`config.mk`:
```
export PLATFORM = sky130hd
export DESIGN_NAME = sync_fifo_param
export DESIGN_NICKNAME = d
export VERILOG_FILES = /design/src/rtl/sync_fifo_pkg.sv /design/src/rtl/fifo_mem_2p.sv /design/src/rtl/sync_fifo_param.sv
export SDC_FILE = /design/constraint.sdc
export NUM_CORES = 1
export LEC_CHECK = 0
export ABC_AREA = 1
export ABC_CLOCK_PERIOD_IN_PS = 3710
export CORE_MARGIN = 2
export CORE_UTILIZATION = 31
export CTS_CLUSTER_DIAMETER = 200
export DETAILED_ROUTE_END_ITERATION = 8
export PLACE_DENSITY_LB_ADDON = 0.1
export SYNTH_ARGS = -nofsm -noshare
export SYNTH_HDL_FRONTEND = slang
export SYNTH_SLANG_ARGS = --single-unit
export TNS_END_PERCENT = 50
```
`constraint.sdc`:
```
create_clock -name clk -period 3.71 [get_ports clk]
set_input_delay 0.742 -clock clk [delete_from_list [all_inputs] [get_ports clk]]
set_output_delay 0.742 -clock clk [all_outputs]
set_load 0.01 [all_outputs]
```
`src/rtl/sync_fifo_pkg.sv`:
```
`default_nettype none
// ============================================================================
//  Module   : sync_fifo_pkg
//  Brief    : Shared defaults and sizing helpers for the parametrised FIFO.
//  Revision : 1.0 - initial release
// ============================================================================
package sync_fifo_pkg;

  localparam int DEFAULT_DATA_W = 8;
  localparam int DEFAULT_ADDR_W = 4;
  localparam int DEFAULT_CNT_W  = DEFAULT_ADDR_W + 1;

  // Number of words addressed by an addr_w-bit pointer.
  function automatic int fifo_depth(input int addr_w);
    return 1 << addr_w;
  endfunction

  // Occupancy counter needs one extra bit to represent a completely full FIFO.
  function automatic int count_width(input int addr_w);
    return addr_w + 1;
  endfunction

endpackage
`default_nettype wire

```
`src/rtl/fifo_mem_2p.sv`:
```
`default_nettype none
// ============================================================================
//  Module   : fifo_mem_2p
//  Brief    : DEPTH x DATA_W register array, synchronous write port and
//             asynchronous read port. Contents are deliberately not reset.
//  Revision : 1.0 - initial release
// ============================================================================
module fifo_mem_2p
  import sync_fifo_pkg::*;
#(
  parameter int DATA_W = DEFAULT_DATA_W,
  parameter int ADDR_W = DEFAULT_ADDR_W
) (
  input  logic              clk,
  input  logic              we,
  input  logic [ADDR_W-1:0] waddr,
  input  logic [DATA_W-1:0] wdata,
  input  logic [ADDR_W-1:0] raddr,
  output logic [DATA_W-1:0] rdata
);

  localparam int DEPTH = fifo_depth(ADDR_W);

  logic [DATA_W-1:0] mem [0:DEPTH-1];

  // Write port: store one word per accepted write.
  always_ff @(posedge clk) begin
    if (we) begin
      mem[waddr] <= wdata;
    end
  end

  assign rdata = mem[raddr];

endmodule
`default_nettype wire

```
`src/rtl/sync_fifo_param.sv`:
```
`default_nettype none
// ============================================================================
//  Module   : sync_fifo_param
//  Brief    : Parametrised single-clock FIFO with standard or FWFT read mode,
//             programmable almost flags, sticky error flags and flush.
//  Revision : 1.0 - initial release
// ============================================================================
module sync_fifo_param
  import sync_fifo_pkg::*;
#(
  parameter int DATA_W    = DEFAULT_DATA_W,
  parameter int ADDR_W    = DEFAULT_ADDR_W,
  parameter int FWFT      = 0,
  parameter int AF_THRESH = fifo_depth(ADDR_W) - 2,
  parameter int AE_THRESH = 2
) (
  input  logic              clk,
  input  logic              rst,
  input  logic              clr,
  input  logic              w_en,
  input  logic [DATA_W-1:0] data_in,
  input  logic              r_en,
  output logic [DATA_W-1:0] data_out,
  output logic              rd_valid,
  output logic [ADDR_W:0]   count,
  output logic              full,
  output logic              empty,
  output logic              almost_full,
  output logic              almost_empty,
  output logic              overflow,
  output logic              underflow
);

  localparam int               DEPTH   = fifo_depth(ADDR_W);
  localparam int               CNT_W   = count_width(ADDR_W);
  localparam logic [CNT_W-1:0] DEPTH_C = CNT_W'(DEPTH);
  localparam logic [CNT_W-1:0] AF_C    = CNT_W'(AF_THRESH);
  localparam logic [CNT_W-1:0] AE_C    = CNT_W'(AE_THRESH);

  logic [ADDR_W-1:0] w_addr;
  logic [ADDR_W-1:0] r_addr;
  logic [DATA_W-1:0] mem_rdata;
  logic              wr_acc;
  logic              rd_acc;

  // Status flags derive only from the registered count, so they never
  // glitch with the request inputs.
  assign full         = (count == DEPTH_C);
  assign empty        = (count == '0);
  assign almost_full  = (count >= AF_C);
  assign almost_empty = (count <= AE_C);

  // A write is refused when full even if a read frees a slot this cycle.
  assign wr_acc = w_en & ~full & ~clr;
  assign rd_acc = r_en & ~empty & ~clr;

  fifo_mem_2p #(
    .DATA_W (DATA_W),
    .ADDR_W (ADDR_W)
  ) u_mem (
    .clk   (clk),
    .we    (wr_acc),
    .waddr (w_addr),
    .wdata (data_in),
    .raddr (r_addr),
    .rdata (mem_rdata)
  );

  // Pointers, occupancy and sticky error flags.
  always_ff @(posedge clk or negedge rst) begin
    if (!rst) begin
      w_addr    <= '0;
      r_addr    <= '0;
      count     <= '0;
      overflow  <= 1'b0;
      underflow <= 1'b0;
    end else if (clr) begin
      w_addr    <= '0;
      r_addr    <= '0;
      count     <= '0;
      overflow  <= 1'b0;
      underflow <= 1'b0;
    end else begin
      if (wr_acc) begin
        w_addr <= w_addr + ADDR_W'(1);
      end
      if (rd_acc) begin
        r_addr <= r_addr + ADDR_W'(1);
      end
      case ({wr_acc, rd_acc})
        2'b10:   count <= count + CNT_W'(1);
        2'b01:   count <= count - CNT_W'(1);
        default: count <= count;
      endcase
      if (w_en && full) begin
        overflow <= 1'b1;
      end
      if (r_en && empty) begin
        underflow <= 1'b1;
      end
    end
  end

  generate
    if (FWFT != 0) begin : g_fwft
      // Head word is presented directly from the array while data exists.
      assign data_out = empty ? '0 : mem_rdata;
      assign rd_valid = ~empty;
    end else begin : g_std
      logic [DATA_W-1:0] data_q;
      logic              valid_q;

      // Registered read: capture the head word on each accepted read.
      always_ff @(posedge clk or negedge rst) begin
        if (!rst) begin
          data_q  <= '0;
          valid_q <= 1'b0;
        end else if (clr) begin
          data_q  <= '0;
          valid_q <= 1'b0;
        end else if (rd_acc) begin
          data_q  <= mem_rdata;
          valid_q <= 1'b1;
        end else begin
          valid_q <= 1'b0;
        end
      end

      assign data_out = data_q;
      assign rd_valid = valid_q;
    end
  endgenerate

endmodule
`default_nettype wire

```
; After elaboration in Yosys (flattened, before gate mapping)
; Memory sizes are Yosys's and may differ from the RTL's.
; Index checks and enable logic that the tools add are counted.
[op_classes]
muxes = 16
eq_ne = 3
n_reduce_logical = 8
n_bitwise = 7
add_sub_neg = 4
order_cmp = 2
[op_table]
columns = cell, count
row1 = 4-bit two-way mux, 4
row2 = 8-bit two-way mux, 2
row3 = 5-bit one-hot mux with 2 select lines, 1
row4 = 4-bit by 1-bit adder with 4-bit output (second input constant), 2
row5 = 1-bit two-way mux, 8
row6 = 2-bit nonzero test, 4
row7 = 5-bit by 1-bit adder with 5-bit output (second input constant), 1
row8 = 5-bit equality test (second input constant), 1
row9 = 5-bit by 4-bit greater-or-equal comparator with 1-bit output (second input constant), 1
row10 = 5-bit by 2-bit less-or-equal comparator with 1-bit output (second input constant), 1
row11 = 5-bit logical NOT, 1
row12 = 5-bit two-way mux, 1
row13 = 5-bit by 1-bit subtractor with 5-bit output (second input constant), 1
row14 = 1-bit bitwise AND, 4
row15 = 1-bit inverter, 3
row16 = 3-bit nonzero test, 1
row17 = 2-bit by 1-bit equality test with 1-bit output (second input constant), 1
row18 = 2-bit equality test (second input constant), 1
row19 = 1-bit logical AND, 2
[totals]
mem_count = 1
ramBits = 128
output_inout_bits = 20
regBits = 24
wordCells = 48
[mem_list]
columns = memory, words, word_bits, rd, rd_clocked_by_memory_dff, write_ports, line_no
row1 = u_mem.mem, 16, 8, 1, 0, 1, fifo_mem_2p.sv:24  ; logic [DATA_W-1:0] mem [0:DEPTH-1];

; Logic depth before layout (Yosys ltp)
[logic_depth]
depth_word = 7
depth_mapped = 16
mapped_depth_nobuf = 16

; By module
; Synthesis repeated with hierarchy kept, for this count alone.
[unflattened]
hier_cells = 688
area_unflattened_um2 = 6866.6
[modules_own_cells]
columns = module, area_each_um2, instances, seq_area_each_um2, cells_per_inst
row1 = fifo_mem_2p, 5606.6, 1, 3843.7, 543
row2 = sync_fifo_param, 1260.0, 1, 600.6, 145

; Worst setup path after synthesis
; Ideal clock, no wire load.
[synth_timing]
path_type = input to register
startpoint = in clr
endpoint = mem u_mem.mem[13][0] (netlist bit) (enable)
n_path_buf = 2
setup_ns = 0.383
cell_stages = 5
arrival_ns = 1.875
slack_ns = 1.452
required_ns = 3.327
cell_sequence = buf_4 inv_2 nand3_4 buf_6 nor3_1
[synth_via]
elab_chain_cells = 4
[synth_lines]
columns = item, line_no
row1 = start: declaration, sync_fifo_param.sv:19  ; input logic clr,
row2 = 1-bit inverter, sync_fifo_param.sv:54  ; assign wr_acc = w_en & ~full & ~clr;
row3 = 1-bit bitwise AND, sync_fifo_param.sv:54
row4 = 1-bit two-way mux, fifo_mem_2p.sv:28  ; if (we) begin
row5 = 1-bit two-way mux (not written as such), fifo_mem_2p.sv:29  ; mem[waddr] <= wdata;
row6 = end: declaration, fifo_mem_2p.sv:24
; Every way passes these cells.

; Worst setup path after layout
[layout_timing]
startpoint = reg count[0]
endpoint = out almost_empty
[layout_via]
elab_chain_cells = 1
[layout_lines]
columns = item, line_no
row1 = start: declaration, sync_fifo_param.sv:25  ; output logic [ADDR_W:0] count,
row2 = start signal: assignment, sync_fifo_param.sv:91  ; 2'b10: count <= count + CNT_W'(1);
row3 = start signal: assignment, sync_fifo_param.sv:92  ; 2'b01: count <= count - CNT_W'(1);
row4 = start signal: assignment, sync_fifo_param.sv:93  ; default: count <= count;
row5 = 5-bit by 2-bit less-or-equal comparator with 1-bit output, sync_fifo_param.sv:51  ; assign almost_empty = (count <= AE_C);
row6 = end: declaration, sync_fifo_param.sv:29  ; output logic almost_empty,
; Every way passes these cells.

==> results.yml <==
finish:
  area_growth_pct: 20.3
  antenna_cells: 0
  nets: 599
  fin_cells: 862
  fin_area_sq_um: 7800
  final_util_pct: 38.3
  final_layout_size_suffix_gt1_share_pct: 12.0
synth:
  synth.most_common_cell: "edfxtp_1"
  synthArstFlopShare_pct: 15.8
  ys_types: 34
  ys_seq_area_share_pct: 68.5
  syn_nets: 555
  synth.avg_cell_area_sq_um: 12.1
  synth-seq-cells: 152
  synthCells: 535
  synth_area_leaders: "edfxtp_1 59%, dfrtp_1 9.3%, o21ai_0 4.9%"
  synth_edf_count: 128
  synth_top_area_cell: "edfxtp_1"
  syn_area_sq_um: 6490
  synth_top_area_share_pct: 59.2
  synth_ff_type: "edfxtp_1"
  yosysWarnings: 0
  synthTopCellsByCount: "128 x edfxtp_1, 63 x o21ai_0, 55 x inv_1, 47 x nand2_1, 42 x a21oi_1"
power_and_ir_drop:
  power_density_nw_per_um2: 676
  ir_drop_v: 0.000343
  p_leak_nw: 2.82
timing:
  fin_crit_ps: 2690
  maxSlewViolCount: 0
  timing.final.ws_setup_ps: 1020
  post-route-period-util_pct: 72.5
  fmax_mhz: 372
  fin_setup_tns_ps: 0
  worstMarginPinSlew_ps: 831
  finalHoldViolCount: 0
  relSlewSlack_pct: 44.5
  rsz0062_at_grt: "false"
  setup_viol: 0
  fin_skew_ps: 13.3
min_path:
  hold_start: "overflow"
  min-delay-path-class: "reg -> reg"
die:
  rows: 52
  die_w_um: 149
  die-area_sq_um: 22100
  fp.dieH_um: 149
  start_util_pct: 31.9
  ioPinCount: 33
  core_sq_um: 20400
setup_path:
  path_buf_inv: 1
  start_kind: "register"
  crit_start: "count[0]"
  arrival_ps: 1950
  crit_fanout: 6
  crit_chain: "a2111oi_0 -> clkdlybuf4s50_1"
  worstPathRequired_ps: 2970
  r2r-start: "r_addr[1]"
  cpMaxStageDelayCell: "clkdlybuf4s50_1"
  crit_type: "reg -> out"
  crit_family: "buffers and inverters"
  worst_setup_path_end_kind: "output port"
  crit_path_max_incr_delay_ps: 610
detailed_routing:
  drt_iter0_drc: 295
  wirelength_mm: 15.8
  drc: 0
  drt-wirelength-per-cell_um: 18.3
  routed_via_density: 4.85
  vias: 4177
  antenna_left: 0
  dr.pass1.iters: 5
grt:
  antenna_found_initial: 0
  grt_usage_pct: 15.1
  grt_pass1_vias: 4073
  grt_pass1_wl_mm: 24.5
  grt_max_degree: 100
  grt_overflow: 0
placed_design:
  place_area_sq_um: 7180
  place_congestion: 0.789
  dpl.hpwl_mm: 10.4
  pre_cts_ws_ps: 815
  place_inst: 830
  portBuffers: 32
clock_network:
  root_buffer: "clkbuf_16"
  cts.sinks: 152
  cts_tree: "yes"
  cts-buffers-inserted: 17
  cts_htree_levels: 4
  post-cts-setup-buffers: 0
  clk_path_buf_depth: 2
  cts.clk_slew.worst_paths_ps: 60
  clock_latency_ps: 430
  cts_resized: 0
  ctsHoldBuffers: 0
run:
  drv_cap: 0
outcome:
  status: "finished clean"
==> through the flow <==
stage | total power, W | hold WS, ps
3_3_place_gp | 0.00349 | 479
4_1_cts | 0.00533 | 499
6_report | 0.00527 | 494
2_1_floorplan | 0.00295 | 446
3_5_place_dp | 0.00349 | 485
5_1_grt | 0.00555 | 546
==> worst paths after layout <==
check,endpoint,slack [ps],cells past startpoint
worst max register to register,data_out[4],1500,7
worst min register to register,overflow,490,2
max in group asynchronous,r_addr[0],2760,2
worst max-delay path,almost_empty,1020,2
min in group asynchronous,count[3],680,2
worst min-delay path,overflow,490,2
==> routing by layer <==
metal	vias up	GRT usage, %	routed length (um)
met5	-	0	0
met4	0	5.19	229
met3	17	3.19	520
met2	68	23.9	7610
met1	2079	20.8	7440
li1	2013	-	-
==> cells in the final DEF, fill, tap and decap left out, types with 3 or more instances in the layout <==
cell and count:
buf_4 18, o2111ai_1 11, o21ai_0 63, inv_1 55, nand2_2 5, nor3_1 24, edfxtp_1 128, o22ai_1 5
mux2i_1 16, bufinv_16 4, nand2_1 47, clkbuf_16 17, dfrtp_1 23, nand3_1 23, nand3_2 3, nor2_1 24
inv_2 3, nor2_2 3, clkinv_4 3, or3_1 11, a21oi_1 42, clkdlybuf4s50_1 32, ha_1 7, inv_6 3
o211ai_1 4
==> worst register-to-register path, cell delays in order, from the launching register on <==
cell,delay (ps)
dfrtp_1,550
inv_1,370
buf_4,330
or3_1,330
o2111ai_1,130
nand3_1,200
nand2_1,150
nand2_1,60
==> cell families (layout without fill, tap and decap cells) <==
family	count (synthesis)	after routing	share of synthesized area (%)
multiplexers	16	16	2.47
XOR/XNOR	1	1	0.135
adder cells (fa/ha/maj)	7	7	1.35
buffers and inverters	84	141	5.26
AND/OR/NAND/NOR	146	146	11.2
flip-flops	152	152	68.5
AO/OA/AOI/OAI	129	129	11.0
==> where the power goes <==
group          total [W]  switching, W  internal, W
Clock            0.00183      0.000704      0.00113
Combinational    0.00138      0.000841     0.000544
Sequential       0.00205     0.0000982      0.00196
Total            0.00527       0.00164      0.00363
==> area by class of cell <==
| class | instances | area (sq um) |
|---|---|---|
| Fill cell | 1973 | 12600 |
| Clock inverter | 14 | 196 |
| Timing Repair Buffer | 51 | 475 |
| Multi-Input combinational cell | 299 | 1700 |
| Inverter | 58 | 218 |
| Clock buffer | 18 | 429 |
| Sequential cell | 152 | 4450 |
| Tap cell | 270 | 338 |
==> sequential cells by signal, summed over array words and instances, names as in the netlist <==
name       count
r_addr         4
data_out       8
rd_valid       1
u_mem.mem    128
overflow       1
underflow      1
count          5
w_addr         4
No activity file was read; power rests on OpenSTA's default activity.
